## config.mk

```make
export PLATFORM = sky130hd
export DESIGN_NAME = bram_pp_reader
export DESIGN_NICKNAME = d
export VERILOG_FILES = /design/src/rtl/bram_pp_reader.sv
export SDC_FILE = /design/constraint.sdc
export NUM_CORES = 1
export LEC_CHECK = 0
export CORE_ASPECT_RATIO = 1.1
export CORE_MARGIN = 2
export CORE_UTILIZATION = 27
export DETAILED_ROUTE_END_ITERATION = 6
export PLACE_DENSITY = 0.52
export SKIP_LAST_GASP = 1
export SLEW_MARGIN = 20
export SYNTH_ARGS = -nofsm -noshare
export SYNTH_HDL_FRONTEND = slang
export SYNTH_SLANG_ARGS = --single-unit
```

## constraint.sdc

```tcl
create_clock -name clk -period 3.9 [get_ports clk]
set_clock_uncertainty 0.05 [all_clocks]
set_input_delay 0.585 -clock clk [delete_from_list [all_inputs] [get_ports clk]]
set_output_delay 0.585 -clock clk [all_outputs]
set_load 0.02 [all_outputs]
```

## src/rtl/bram_pp_reader.sv

```systemverilog
// rtl/bram_pp_reader.sv - drains one ping-pong bank segment into a ready/valid word stream
module bram_pp_reader #(
    parameter int DATA_W          = 32,
    parameter int DEPTH           = 64,
    parameter int ADDR_W          = $clog2(DEPTH),
    parameter int USE_CONS_COMMIT = 1
) (
    input  logic              clk,
    input  logic              rst,
    input  logic              start,
    input  logic [31:0]       seg_words,
    output logic              busy,
    output logic              done,
    output logic              consume_req,
    input  logic              consume_busy,
    output logic [ADDR_W-1:0] rd_addr,
    output logic              rd_en,
    input  logic [DATA_W-1:0] rd_rdata,
    output logic              cons_commit,
    input  logic              consume_done,
    output logic              m_valid,
    output logic [DATA_W-1:0] m_data,
    output logic              m_last,
    input  logic              m_ready
);

    typedef enum logic [2:0] {
        S_IDLE,
        S_ARM,
        S_READ,
        S_CLOSE,
        S_WAIT_REL
    } state_t;

    state_t            state_q, state_d;
    logic [31:0]       n_q, n_d;
    logic [31:0]       issued_q, issued_d;
    logic [31:0]       deliv_q, deliv_d;
    logic [ADDR_W-1:0] addr_q, addr_d;
    logic              sticky_q, sticky_d;
    logic              inflight_q;

    logic [DATA_W-1:0] fifo_q [2];
    logic              wr_ptr_q;
    logic              rd_ptr_q;
    logic [1:0]        count_q, count_d;

    logic              push;
    logic              pop;
    logic [2:0]        occ_after_pop;
    logic              last_xfer;

    // Stream side: the FIFO head is always the next word owed downstream.
    always_comb begin
        m_valid       = (count_q != 2'd0);
        m_data        = fifo_q[rd_ptr_q];
        m_last        = m_valid && (deliv_q == n_q - 32'd1);
        pop           = m_valid && m_ready;
        push          = inflight_q;
        count_d       = count_q + {1'b0, push} - {1'b0, pop};
        occ_after_pop = {1'b0, count_q} + {2'b00, inflight_q} - {2'b00, pop};
        last_xfer     = pop && (deliv_q == n_q - 32'd1);
        rd_addr       = rd_en ? issued_q[ADDR_W-1:0] : addr_q;
    end

    // Next-state and control outputs; reads are throttled so the FIFO can never overflow.
    always_comb begin
        state_d     = state_q;
        n_d         = n_q;
        issued_d    = issued_q;
        deliv_d     = deliv_q;
        addr_d      = addr_q;
        sticky_d    = sticky_q;
        busy        = (state_q != S_IDLE);
        done        = 1'b0;
        consume_req = 1'b0;
        rd_en       = 1'b0;
        cons_commit = 1'b0;

        if (pop) begin
            deliv_d = deliv_q + 32'd1;
        end

        // A release arriving before WAIT_REL must not be lost when the buffer closes on its own count.
        if ((USE_CONS_COMMIT == 0) && consume_done &&
            ((state_q == S_READ) || (state_q == S_CLOSE))) begin
            sticky_d = 1'b1;
        end

        case (state_q)
            S_IDLE: begin
                if (start) begin
                    n_d      = (seg_words == 32'd0) ? 32'(DEPTH) : seg_words;
                    issued_d = 32'd0;
                    deliv_d  = 32'd0;
                    sticky_d = 1'b0;
                    state_d  = S_ARM;
                end
            end
            S_ARM: begin
                consume_req = 1'b1;
                if (consume_busy) begin
                    state_d = S_READ;
                end
            end
            S_READ: begin
                if ((issued_q < n_q) && (occ_after_pop < 3'd2)) begin
                    rd_en    = 1'b1;
                    issued_d = issued_q + 32'd1;
                    addr_d   = issued_q[ADDR_W-1:0];
                end
                if (last_xfer) begin
                    state_d = S_CLOSE;
                end
            end
            S_CLOSE: begin
                cons_commit = (USE_CONS_COMMIT != 0);
                state_d     = S_WAIT_REL;
            end
            S_WAIT_REL: begin
                if (consume_done || sticky_q) begin
                    done    = 1'b1;
                    state_d = S_IDLE;
                end
            end
            default: begin
                state_d = S_IDLE;
            end
        endcase
    end

    // Control registers; reset abandons any segment in progress.
    always_ff @(posedge clk) begin
        if (rst) begin
            state_q    <= S_IDLE;
            n_q        <= 32'd0;
            issued_q   <= 32'd0;
            deliv_q    <= 32'd0;
            addr_q     <= '0;
            sticky_q   <= 1'b0;
            inflight_q <= 1'b0;
        end else begin
            state_q    <= state_d;
            n_q        <= n_d;
            issued_q   <= issued_d;
            deliv_q    <= deliv_d;
            addr_q     <= addr_d;
            sticky_q   <= sticky_d;
            inflight_q <= rd_en;
        end
    end

    // Two-entry FIFO capturing read data one cycle after each read strobe.
    always_ff @(posedge clk) begin
        if (rst) begin
            wr_ptr_q <= 1'b0;
            rd_ptr_q <= 1'b0;
            count_q  <= 2'd0;
        end else begin
            if (push) begin
                fifo_q[wr_ptr_q] <= rd_rdata;
                wr_ptr_q         <= ~wr_ptr_q;
            end
            if (pop) begin
                rd_ptr_q <= ~rd_ptr_q;
            end
            count_q <= count_d;
        end
    end

endmodule

```

==> impl_metrics.yaml <==
clocking:
  cts_tree: "yes"
  cts_sinks: 175
  clkLatencyLatePin_ns: 0.44
  hold_buffers: 0
  cts-buffers-inserted: 17
  cts_max_level: 4
  clockBufferDepth: 2
  clkTransAtPathRegs_ns: 0.07
  cts-root-buf: "clkbuf_16"
critical_path:
  r2r_cells: 17
  r2r_start: "count_q[1]"
  start_kind: "register"
  end_kind: "primary output"
  startpoint: "count_q[1]"
  cp_data_required_time_ns: 3.26
  cp_max_fo: 6
  path_class: "reg -> out"
  crit_arrival_ns: 3.45
  ff2ff_setup_slack_ns: 0.18
  worstReg2RegEnd: "issued_q[14]"
synthesis:
  yosysWarnings: 0
  syn_area_mm2: 0.008916
  synth_cell_type_count: 63
  async_reset_ff_share_pct: 0
  syn_nets: 1029
  netlist_top_cells_area: "dfxtp_1 25%, edfxtp_1 22%, ha_1 5.1%"
  netlist_instances: 922
  synth_top_area_share_pct: 24.92
  synth_largest_area_cell: "dfxtp_1"
  ys.flop_type: "dfxtp_1"
  synth.avg_cell_area_um2: 9.670
  synth_seq_area_share_pct: 46.48
  ys_ff_latch: 175
  synth_edf_count: 64
layout:
  finalNonFillerCells: 1534
  fin_area_mm2: 0.01177
  syn_to_final_growth_pct: 32.05
  n_antenna_cell: 0
  layout.nets: 1202
  drive_above_1_share_pct: 17.60
die:
  coreArea_mm2: 0.03246
  rows: 69
  fp.dieW_um: 177.3
  die_area_mm2: 0.03449
  initial_core_util_pct: 27.47
  num_io_pins: 115
  dieHeight_um: 194.6
drt:
  avgRoutedWirePerCell_um: 15.96
  vias_per_cell: 4.829
  detail-route-antenna-nets: 0
  drt_iter0_drc: 408
  drc: 0
  wl_mm: 24.48
  vias: 7407
  drtPass1Iterations: 5
hold_path:
  worst_hold_path.endpoint: "issued_q[31]"
  min_from: "issued_q[31]"
  min_path_type: "reg -> reg"
  min_path_cells: 2
sta:
  max_freq_ghz: 0.2451
  final_hold_viol_count: 0
  layout_setup_ws_ns: -0.1802
  relSlewSlack_pct: 51.81
  period_share_pct: 104.6
  worst_pin_slew_ns: 0.7206
  slew_violations: 0
  period_needed_ns: 4.080
  grt_setup_unrepaired: "yes"
  holdWs_ns: 0.4325
  finalSetupViolCount: 7
status:
  status: "complete, but fails checks"
  violations: "setup timing"
grt:
  overflow: 0
  grt_pass1_vias: 7288
  grt_pass1_wl_mm: 39.64
  grt_usage_pct: 14.61
  antenna_found_initial: 0
  grt_max_degree: 56
place:
  dp_slack_ns: -0.9200
  dp_hpwl_mm: 18.43
  globalplace.congestion: 0.8600
  io_buffer_count: 114
  place_area_mm2: 0.01104
  dp_cells: 1499
power_and_ir_drop:
  power_density_mw_per_mm2: 549.2
  ir_worst_vdd_uv: 287.1
  power_leakage_nw: 4.330
job:
  cap_violations: 0
## cell usage after synthesis (7+ instances only)
cell      number
inv_1         47
nand3_1       36
nor2b_1        8
o21ai_0       55
dfxtp_1      111
nand4_1       19
nor4_1        26
nand2_1       78
or3_1         15
xnor2_1       35
o31ai_1       11
edfxtp_1      64
or4_1         17
ha_1          36
clkbuf_1      32
and2_1         7
and4_1         7
a21o_1        14
mux2i_1        7
and3_1        18
a21oi_1       39
mux2_2        38
xor2_1        39
nor3_1        18
nor2_1        69
## flip-flops by register name (all words and copies together), names as in the netlist, named ones only
register	flops
addr_q	6
count_q	2
rd_ptr_q	1
wr_ptr_q	1
inflight_q	1
deliv_q	32
fifo_q	64
issued_q	32
state_q	3
n_q	32
## kinds of logic (layout without fill, tap and decap cells)
kind of cell             count (synthesis)  count (layout)  synth area share, %
multiplexers                            45              45                5.585
adder cells (fa/ha/maj)                 37              37                5.276
buffers and inverters                   84             269                3.635
AO/OA/AOI/OAI                          163             164                11.59
XOR/XNOR                                74              74                7.269
AND/OR/NAND/NOR                        344             344                20.17
flip-flops                             175             175                46.48
## power by group
part / switching, mW / internal, mW
clock: 0.857 / 0.867
sequential: 0.0964 / 2.02
combinational: 1.41 / 1.21
## placed cells by master (no fill, tap or decap), drive strengths merged, types with 4 or more instances in the layout
cell type      count
a21o              14
a21oi             39
and2               7
and3              18
and4               7
buf               84
clkbuf            17
clkdlybuf4s50    105
clkinv             6
dfxtp            111
edfxtp            64
ha                36
inv               56
mux2              38
mux2i              7
nand2             78
nand2b             5
nand3             36
nand4             19
nor2              69
nor2b              8
nor3              18
nor4              26
nor4b              4
o211ai             4
o21ai             57
o31ai             12
or2                5
or3               15
or4               19
xnor2             35
xor2              39
## layout make-up
cell class / count / area [um^2]
multi-input cells: 664 / 4606
fillers: 3364 / 20690
clock buffers: 17 / 425.4
repair buffers: 190 / 1714
clock inverters: 15 / 171.4
inverters: 47 / 176.4
well taps: 426 / 533.0
flip-flops and latches: 175 / 4148
## metal layers
metal / track usage (%) / vias to the layer above / wire [um] / part of all wire (%)
met3: 2.210 / 26 / 742 / 3.0
met2: 25.70 / 118 / 12570 / 51
met5: 0 / - / 0 / 0
met4: 4.706 / 0 / 428 / 1.7
li1: - / 3723 / - / -
met1: 18.16 / 3540 / 10740 / 44
## metrics by stage
step           TNS (ns)  power, mW  utilization (%)
3_3_place_gp     -15.62      4.635            34.00
2_1_floorplan         0      3.590                -
5_1_grt          -2.185      6.851            36.27
3_5_place_dp     -15.77      4.642            34.00
6_report         -1.093      6.466            36.27
4_1_cts          -1.109      6.527            36.28
## how the worst max path moves through the flow
stage                 end  slack [ns]  depth (start not counted)
2_1_floorplan  rd_addr[0]        0.02                         16
3_5_place_dp   rd_addr[5]       -0.92                         15
4_1_cts        rd_addr[4]       -0.18                         14
6_report       rd_addr[4]       -0.18                         14
3_3_place_gp   rd_addr[0]       -0.92                         15
5_1_grt        rd_addr[4]       -0.33                         14
## repair_timing
item / in CTS / in global routing
buffers inserted: 5 / 2
pin swaps: 16 / 2
endpoints found under the hold margin: 0 / 0
endpoints found under the setup margin: 16 / 11
gates resized for setup: 71 / 1
gates cloned: 1 / 0
## worst max-delay path: stages, from the launching register on
cell      delay (ns)
dfxtp_2         0.32
or2_4           0.24
and2_4          0.15
ha_4            0.21
inv_2           0.06
ha_4            0.12
inv_2           0.03
fa_2            0.56
nand4b_1        0.11
a311oi_2        0.24
o21ai_2         0.13
nor2_2          0.19
o31ai_4         0.17
mux2_4          0.34
buf_6           0.13
No activity file was read; power rests on OpenSTA's default activity.
